==> src/rtl/sr_flag_arbiter.sv <==
// Bank of NFLAG SR flags shared by NREQ requesters; a round-robin arbiter
// serialises {s,r} commands and applies one every IDLE->GRANT->APPLY pass.
module sr_flag_arbiter #(
    parameter int NREQ  = 4,
    parameter int NFLAG = 8,
    parameter int IDXW  = 3
) (
    input  logic                   clk,
    input  logic                   rst_n,
    input  logic [NREQ-1:0]        req,
    input  logic [2*NREQ-1:0]      cmd,
    input  logic [IDXW*NREQ-1:0]   idx,
    output logic [NREQ-1:0]        gnt,
    output logic                   ack,
    output logic                   err,
    output logic                   busy,
    output logic [NFLAG-1:0]       q,
    output logic [NFLAG-1:0]       qb
);

    localparam int PW   = (NREQ > 1) ? $clog2(NREQ) : 1;
    localparam int NIDX = 1 << IDXW;

    // Legal-index lookup; avoids a range compare that is constant when NFLAG == 2**IDXW.
    function automatic logic [NIDX-1:0] idx_ok_mask();
        logic [NIDX-1:0] m;
        m = '0;
        for (int i = 0; i < NIDX; i++) m[i] = (i < NFLAG);
        return m;
    endfunction
    localparam logic [NIDX-1:0] IDX_OK = idx_ok_mask();

    typedef enum logic [1:0] {IDLE, GRANT, APPLY} state_t;

    state_t            state_q;
    logic [PW-1:0]     ptr_q, win_q, win_d;
    logic [1:0]        cmd_q;
    logic [IDXW-1:0]   idx_q;
    logic [NREQ-1:0]   gnt_q;
    logic              ack_q, err_q;
    logic [NFLAG-1:0]  q_q, hit_d;
    logic              bad_d;

    // Descending scan so the requester closest to ptr (k smallest) wins last.
    always_comb begin
        int j;
        j     = 0;
        win_d = '0;
        for (int k = NREQ - 1; k >= 0; k--) begin
            j = int'(ptr_q) + k;
            if (j >= NREQ) j = j - NREQ;
            if (req[j]) win_d = j[PW-1:0];
        end
    end

    always_comb begin
        bad_d = (cmd_q == 2'b11) || !IDX_OK[idx_q];
        hit_d = {{(NFLAG-1){1'b0}}, 1'b1} << idx_q;
    end

    always_ff @(posedge clk or negedge rst_n) begin
        if (!rst_n) begin
            state_q <= IDLE;
            ptr_q   <= '0;
            win_q   <= '0;
            cmd_q   <= 2'b00;
            idx_q   <= '0;
            gnt_q   <= '0;
            ack_q   <= 1'b0;
            err_q   <= 1'b0;
            q_q     <= '0;
        end else begin
            gnt_q <= '0;
            ack_q <= 1'b0;
            err_q <= 1'b0;
            case (state_q)
                IDLE: begin
                    if (|req) begin
                        win_q   <= win_d;
                        cmd_q   <= cmd[2*win_d +: 2];
                        idx_q   <= idx[IDXW*win_d +: IDXW];
                        gnt_q   <= {{(NREQ-1){1'b0}}, 1'b1} << win_d;
                        state_q <= GRANT;
                    end
                end
                GRANT: begin
                    ack_q   <= 1'b1;
                    err_q   <= bad_d;
                    state_q <= APPLY;
                end
                APPLY: begin
                    if (!bad_d && cmd_q != 2'b00)
                        q_q <= cmd_q[1] ? (q_q | hit_d) : (q_q & ~hit_d);
                    ptr_q   <= (win_q == PW'(NREQ - 1)) ? '0 : win_q + PW'(1);
                    state_q <= IDLE;
                end
                default: state_q <= IDLE;
            endcase
        end
    end

    assign gnt  = gnt_q;
    assign ack  = ack_q;
    assign err  = err_q;
    assign busy = (state_q != IDLE);
    assign q    = q_q;
    assign qb   = ~q_q;

endmodule

==> config.mk <==
export PLATFORM = sky130hd
export DESIGN_NAME = sr_flag_arbiter
export DESIGN_NICKNAME = d
export VERILOG_FILES = /design/src/rtl/sr_flag_arbiter.sv
export SDC_FILE = /design/constraint.sdc
export NUM_CORES = 1
export LEC_CHECK = 0
export CORE_MARGIN = 1
export CORE_UTILIZATION = 39
export CTS_CLUSTER_DIAMETER = 50
export DETAILED_ROUTE_END_ITERATION = 7
export MAX_ROUTING_LAYER = met4
export PLACE_DENSITY = 0.71
export SYNTH_ARGS = -nofsm -noshare
export SYNTH_HDL_FRONTEND = slang
export SYNTH_SLANG_ARGS = --single-unit
==> constraint.sdc <==
create_clock -name clk -period 1.74 [get_ports clk]
set_clock_uncertainty 0.05 [all_clocks]
set_input_delay 0.261 -clock clk [delete_from_list [all_inputs] [get_ports clk]]
set_output_delay 0.261 -clock clk [all_outputs]
set_load 0.01 [all_outputs]
== Word-level counts from Yosys, hierarchy flattened ==
Memories as Yosys holds them, arrays and structs flattened.
Cells that the tools add are included.
Widths: inputs -> output; s select.
Word-level totals
  bits in read-only memories: 8
  output and inout port bits: 23
  memories kept: 1
  input bits: 26
  register bits: 25
Operators by class
  mux-type cells: 29
  add/subtract/negate cells: 8
  multiply operators: 1
  eq/ne operators: 5
  shifts and indexed selects: 4
  reduce and logical (&&, ||, !) cells: 10
  bitwise operators: 4
  magnitude comparators: 9
Memories
  (no name shown): depth 8, bits a word 1, rd ports 1, clocked after Yosys merged registers in 0, write ports 0, RTL line 57  | bad_d = (cmd_q == 2'b11) || !IDX_OK[idx_q];
Operators by type and width (count)
  $lt 32x4->1 const B: 4
  $mux 32: 4
  $not 8->8: 2
  $mux 2: 6
  $shiftx 12x5->3: 1
  $sub 3x3->4 const B: 3
  $mux 1: 11
  $ge 3x3->1 const B: 3
  $and 8x8->8: 1
  $bmux 1 s2: 4
  $mux 4: 2
  $mux 8: 1
  $or 8x8->8: 1
  $shiftx 8x4->2: 1
  $shl 1x3->8 const A: 1
  $add 2x2->3 const B: 2
  $eq 2x2->1 const B: 3
  $lt 3x4->1 const B: 1
  $mul 2x2->4 const A: 1
  $pmux 2 s2: 1
  $reduce_and 2->1: 2
  $reduce_bool 2->1: 2
  $reduce_or 4->1: 1
  $shl 1x2->4 const A: 1
  other kinds (10): 11

== Depth between registers and ports, before layout ==
Gate-level depths: netlist (run 1).
  word-level depth: 13
  gate-level depth with buffers: 6

== Worst setup path after synthesis (run 1) ==
Ideal clock, no wire load.
  kind: register -> register
  start point: register state_q[1]
  end point: register idx_q[0]
  slack: -31 ps
  stages on the path, launching flop included: 6
  setup time: 132 ps
  path buffers: 0
  data required time: 1558 ps
  data arrival time: 1588 ps
  cells stage by stage: dfrtp_1 or2_4 a31o_4 or4_4 a221oi_1 a211oi_1
On the way
  word-level cells in the longest chain between the ends: 2
Ends and longest elaborated chain
  start: declaration: RTL line 35  | state_t state_q;
  start signal: assignment: RTL line 63  | state_q <= IDLE;
  start signal: assignment: RTL line 83  | state_q <= GRANT;
  start signal: assignment: RTL line 89  | state_q <= APPLY;
  $logic_not 2->1: RTL line 76  | case (state_q)
  $reduce_and 2->1 (no line)
  end signal: assignment: RTL line 81  | idx_q <= idx[IDXW*win_d +: IDXW];
  end: declaration: RTL line 38  | logic [IDXW-1:0] idx_q;
Every way passes these cells.
A chain may end at the register's enable or synchronous reset.

== Worst setup path after layout (run 1) ==
  start point: register ptr_q[0]
  end point: register idx_q[0]
On the way
  word-level cells in the longest chain between the ends: 12
  elaborated cells between the ends (all ways): 33
  classes of those cells: 7 x add/sub; 1 x mul; 4 x order compare; 1 x shift; 20 x mux
Ends and longest elaborated chain
  start: declaration: RTL line 36  | logic [PW-1:0] ptr_q, win_q, win_d;
  start signal: assignment: RTL line 94  | ptr_q <= (win_q == PW'(NREQ - 1)) ? '0 : win_q + PW'(1);
  $add 2x2->3: RTL line 50  | j = int'(ptr_q) + k;
  $sub 3x3->4 / $ge 3x3->1 (equally long branches): RTL line 51  | if (j >= NREQ) j = j - NREQ;
  $mux 32: RTL line 51
  $bmux 1 s2: RTL line 52  | if (req[j]) win_d = j[PW-1:0];
  $mux 1 (implied by the code) (2 in series): RTL line 52
  $mux 2 (3 in series): RTL line 52
  $mux 2 *: RTL line 52
  $mul 2x2->4 *: RTL line 81
  $shiftx 12x5->3 *: RTL line 81
Every way passes the cells marked *; elsewhere a longest branch is shown, timed or not. The select of a mux whose other input is x is not followed.

==> results of run 1 <==
worst reg2reg max path: cells and delay by family, from the launching register on:
kind                   cells  cell delay, ps
DFF                        1             460
AOI/OAI and AO/OA          3             480
and+or+nand+nor            2             600
buffers and inverters      1             120
stage by stage:
step,TNS [ps],util,cell area [um^2],hold WS (ps)
floorplan,-61.3,-,1290,-84.6
global placement,-3690,0.643,2000,418
detailed placement,-4450,0.643,2000,419
CTS,-84.6,0.675,2090,261
global route,-379,0.717,2220,272
finish,-107,0.717,2220,255
cells in the mapped netlist:
master	instances
nand2_1	9
a211oi_1	5
nor3b_1	3
inv_2	1
a21oi_1	1
nor3_1	5
clkbuf_1	3
or2_4	1
and2b_1	5
nor4_1	1
and2_1	1
or4_4	1
o31ai_1	2
o21ai_0	3
mux2_2	3
nand3b_1	2
o221a_1	1
o21ai_1	1
o21a_1	1
o21ba_2	1
a31o_4	1
nor4_2	1
inv_1	10
a221oi_1	5
nor2b_1	5
o221ai_1	1
buf_4	1
mux2i_1	5
nor2_2	1
dfrtp_1	25
nand3_1	2
nor2_1	13
ha_1	2
mux2_1	4
layer usage:
layer,vias to the layer above,share of wire
met3,6,0.036
met1,570,0.41
met2,46,0.53
met4,0,0.023
li1,611,-
met5,-,0
power groups by stage:
stage | clock network, W | registers, W | logic [W]
floorplan | 0 | 0.00105 | 0.000851
global placement | 0 | 0.00104 | 0.00177
detailed placement | 0 | 0.00106 | 0.00182
CTS | 0.000249 | 0.00105 | 0.00194
global route | 0.000270 | 0.00110 | 0.00237
finish | 0.000242 | 0.00105 | 0.00220
area by class of cell:
cell class | instances | area share
timing repair buffer | 82 | 0.338
multi-input combinational | 86 | 0.324
sequential | 25 | 0.282
tap | 44 | 0.0248
inverter | 11 | 0.0186
clock buffer | 4 | 0.0118
cells by family after synthesis:
group,share of synthesized area
adder cells (fa/ha/maj),0.0194
flip-flops,0.484
multiplexers,0.0998
buffers and inverters,0.0465
AO/OA/AOI/OAI,0.137
AND/OR/NAND/NOR,0.213
worst paths after layout:
path	startpoint	to	slack, ps	cells past startpoint
min reg2reg	win_q[1]	win_q[1]	450	2
min in group clk	win_q[1]	win_q[1]	450	2
max in group asynchronous	rst_n	ptr_q[0]	1120	2
min	rst_n	cmd_q[1]	250	2
max reg2reg	ptr_q[0]	idx_q[0]	-60	6
max	ptr_q[0]	idx_q[0]	-60	6
repair_timing:
action	4_1_cts	5_1_grt
pin swaps	5	4
setup endpoints to repair	8	12
cloned	0	0
gates resized for setup	19	14
buffers inserted	2	7
==> out/results.ini, run 1 <==
[clock_network]
clockRootBuffer = clkbuf_4
cts_sinks = 25
path_clk_slew_ps = 130
insertion_delay_ps = 300
htree_levels = 1
cts_buffers = 3
clk_path_buf_depth = 2
postCtsHoldBufs = 0
cts_tree = built

[drt]
routed_wl_mm = 3.47
num_vias = 1233
ant_nets = 0
routedWlPerCell_um = 13.8
viasPerCell = 4.89
drc = 0
first_pass_iters = 4
first_iter_violations = 17

[synth]
synth_area_um2 = 1290
synth_fp_nets = 154
syn_avg_cell_area_um2 = 10.2
ys_ff_latch = 25
synth.yosys.seq_area_share = 0.484
yosysTopAreaCellShare = 0.484
netlist-cell-type-count = 34
synth.area.top_cells = dfrtp_1 (48%), mux2i_1 (3.9%), nor2_1 (3.8%), mux2_1 (3.5%), a221oi_1 (3.4%)
synthCells = 126
yosysWarnings = 0
yosysTopAreaCell = dfrtp_1

[power_and_ir_drop]
p_sw_frac = 0.372
comb_power_share = 0.629
power_leakage_nw = 0.994
p_total_w = 0.00349
p_sw_w = 0.00130
powerDensity_nw_per_um2 = 1570
irDropWorstVdd_mv = 0.757
seqPwrFrac = 0.302
internal_power_w = 0.00219
clkPwrFrac = 0.069

[final_layout]
drive_gt1_frac = 0.313
fin_nets = 237
multiInputGateArea_um2 = 721
layout_commonest_cell = clkdlybuf4s50_1
layout.cells.non_filler = 252
insertedDiodeCount = 0
layout.area.seq_um2 = 628
syn2layout_area_growth_pct = 72.2
nFillCells = 252
layout_common_cells = clkdlybuf4s50_1 (43), buf_4 (32), dfrtp_1 (23), nor2_1 (11), inv_1 (10)

[critical_path]
critPathMaxStageDelay_ps = 530
required_ps = 1880
crit_chain = nor2b_4, buf_6, o21ba_4, or4_4, a221oi_4, a211oi_2
crit_slowest_cell = or4_4
worstSetupPathType = reg2reg
cp.buffers_inverters = 1
critical-path-top-delay-family = simple AND/OR/NAND/NOR gates
arrival_ps = 1950
end_kind = flip-flop
crit_path_start_kind = flip-flop
critical_path_peak_fanout = 5

[outcome]
violations = negative setup slack
status = finished, violations left

[placement]
hpwlAfterDp_mm = 2.45
post-place-ws_ps = -543
numPlacedInstances = 239
gp_congestion = 0.792
io_buffer_count = 48

[global_route]
grtUsageMet1 = 0.226
grt-ovfl-total = 0
grt_pass1_vias = 1248
grt_max_degree = 26
grt.total_usage = 0.199
gr-max-usage-layer = met2
use_met3 = 0.0153
grt.met2_usage = 0.339
grt_pass1_wl_mm = 5.06
antenna_found_initial = 0

[die]
die_w_um = 59.5
die_area_um2 = 3550
die_y_um = 59.5
start_util = 0.416
core_area_um2 = 3100
rows = 20
ioPinCount = 49

[job]
maxCapViolCount = 0

[sta]
period_minus_slack_ps = 1800
rsz0062_at_grt = true
hold_viol = 0
max_freq_mhz = 555
setup_viol = 2
relSlewSlack = 0.756
maxSlewViolCount = 0
fin_crit_sh = 1.04
tightest_slew_ps = 364
setup_ws_ps = -61.6

[min_path]
hold_class = in2async

Power figures use the tool's default switching activity.
==> run 2: changes to the inputs <==
--- a/config.mk
+++ b/config.mk
@@ -11,6 +11,7 @@
 export DETAILED_ROUTE_END_ITERATION = 7
 export MAX_ROUTING_LAYER = met4
 export PLACE_DENSITY = 0.71
+export SLEW_MARGIN = 20
 export SYNTH_ARGS = -nofsm -noshare
 export SYNTH_HDL_FRONTEND = slang
 export SYNTH_SLANG_ARGS = --single-unit
==> results of run 2 <==
Final layout, timing and power as in run 1 (identical DEF).
==> run 3: changes to the inputs <==
--- a/config.mk
+++ b/config.mk
@@ -5,13 +5,14 @@
 export SDC_FILE = /design/constraint.sdc
 export NUM_CORES = 1
 export LEC_CHECK = 0
+export CORE_ASPECT_RATIO = 0.8
 export CORE_MARGIN = 1
 export CORE_UTILIZATION = 39
 export CTS_CLUSTER_DIAMETER = 50
 export DETAILED_ROUTE_END_ITERATION = 7
 export MAX_ROUTING_LAYER = met4
 export PLACE_DENSITY = 0.71
-export SLEW_MARGIN = 20
+export SLEW_MARGIN = 25
 export SYNTH_ARGS = -nofsm -noshare
 export SYNTH_HDL_FRONTEND = slang
 export SYNTH_SLANG_ARGS = --single-unit
==> run 3 against run 2 <==
The flow still finishes with violations (negative setup slack). Clock power increased by 47%. Global-route usage up 1.4 points. First-iteration DRC count rose to 3.9 times the previous value. Fmax grew 0.71%. Non-clock buffer count is 11 lower. Register-to-register slack is essentially flat. Power fell by 3.2%. Core utilization fell by 4.4 points. Sequential cell count did not move. Largest power group unchanged.
==> out/results.ini, run 3 (synthesis gave the netlist of run 1 again) <==
[outcome]
status = finished, violations left
violations = negative setup slack

[final_layout]
drive_gt1_frac = 0.264
layout_commonest_cell = clkdlybuf4s50_1
layout.cells.non_filler = 237
fin_nets = 226
syn2layout_area_growth_pct = 63.0
layout_common_cells = clkdlybuf4s50_1 (43), dfrtp_1 (23), buf_4 (21), inv_1 (10), nor2_1 (10)
insertedDiodeCount = 0

[critical_path]
crit_path_start_kind = flip-flop
required_ps = 1840
arrival_ps = 1890
end_kind = flip-flop
reg2reg_from = state_q[1]
r2r-end = idx_q[0]
critical_path_peak_fanout = 3
worstSetupPathType = reg2reg
rr_worst_depth = 5
crit_end = idx_q[0]
crit_start = state_q[1]
rrSetupSlack_ps = -50

[placement]
numPlacedInstances = 232
gp_congestion = 0.878
hpwlAfterDp_mm = 2.54
io_buffer_count = 48

[drt]
num_vias = 1201
routedWlPerCell_um = 14.2
routed_wl_mm = 3.37
ant_nets = 0
drc = 0
first_pass_iters = 5
first_iter_violations = 67
viasPerCell = 5.07

[clock_network]
path_clk_slew_ps = 90
cts_sinks = 25
insertion_delay_ps = 270
clockRootBuffer = clkbuf_8
htree_levels = 1
cts_tree = built
postCtsHoldBufs = 0
cts_buffers = 3
clk_path_buf_depth = 2

[sta]
maxSlewViolCount = 0
fin_setup_tns_ps = -82.1
period_minus_slack_ps = 1790
relSlewSlack = 0.673
rsz0062_at_grt = true
hold_viol = 0
setup_viol = 2
fin_crit_sh = 1.03
setup_ws_ps = -49.0
tightest_slew_ps = 488
max_freq_mhz = 559

[global_route]
antenna_found_initial = 0
grt_pass1_vias = 1124
grt-ovfl-total = 0
grt_max_degree = 26
grt_pass1_wl_mm = 5.38
grt.total_usage = 0.213

[die]
die_w_um = 66.3
core_area_um2 = 3130
start_util = 0.412
ioPinCount = 49
die_y_um = 53.5
die_area_um2 = 3550
rows = 18

[power_and_ir_drop]
irDropWorstVdd_mv = 0.753
powerDensity_nw_per_um2 = 1610
power_leakage_nw = 0.931

[job]
maxCapViolCount = 0

[min_path]
hold_class = in2async

[run 3: power by group]
part | internal (W) | switching (W) | total (W)
registers | 0.000846 | 0.000235 | 0.00108
logic | 0.00109 | 0.000853 | 0.00194
clock network | 0.000161 | 0.000196 | 0.000356
[run 3: how the worst min path moves through the flow]
stage	startpoint	endpoint	slack, ps	depth (start not counted)
3_3_place_gp	win_q[1]	win_q[1]	420	2
5_1_grt	rst_n	gnt[2]	330	2
2_1_floorplan	rst_n	async pin	-80	0
6_report	rst_n	gnt[2]	290	2
3_5_place_dp	win_q[1]	win_q[1]	430	2
4_1_cts	rst_n	gnt[2]	310	2
[run 3: area by class of cell]
class | count | area, um^2
fill | 257 | 1030
multi-input combinational | 86 | 684
timing repair buffer | 71 | 654
sequential | 25 | 628
tap | 40 | 50.0
clock buffer | 3 | 41.3
inverter | 11 | 41.3
clock inverter | 1 | 5.00
[run 3: metal layers]
metal | part of all wire | global-route usage | wire, um | vias to the layer above
met5 | 0 | - | 0 | -
met4 | 0.0083 | 0.0745 | 28 | 0
met3 | 0.053 | 0.0280 | 178 | 5
met2 | 0.49 | 0.345 | 1640 | 57
met1 | 0.45 | 0.277 | 1530 | 556
li1 | - | - | - | 583
[run 3: worst max-delay path, cell delays in order, from the launching register on]
cell      delay, ps
dfrtp_1         390
or2_4           260
a31o_4          220
or4_4           450
a221oi_2        210
a211oi_1         80
[run 3: repair_timing]
action	CTS	global route
setup endpoints to repair	7	12
buffers inserted	1	0
endpoints found under the hold margin	0	0
pin swaps	2	4
resized for setup	13	12
[run 3: metrics by stage]
stage	setup WS (ps)	hold WS (ps)	utilization	area [um^2]	power, W
5_1_grt	-89.0	332	0.672	2100	0.00363
2_1_floorplan	-30.7	-84.6	-	1290	0.00190
4_1_cts	-26.8	306	0.655	2050	0.00328
3_5_place_dp	-474	434	0.629	1970	0.00288
3_3_place_gp	-365	416	0.629	1970	0.00279
6_report	-49.0	294	0.672	2100	0.00338
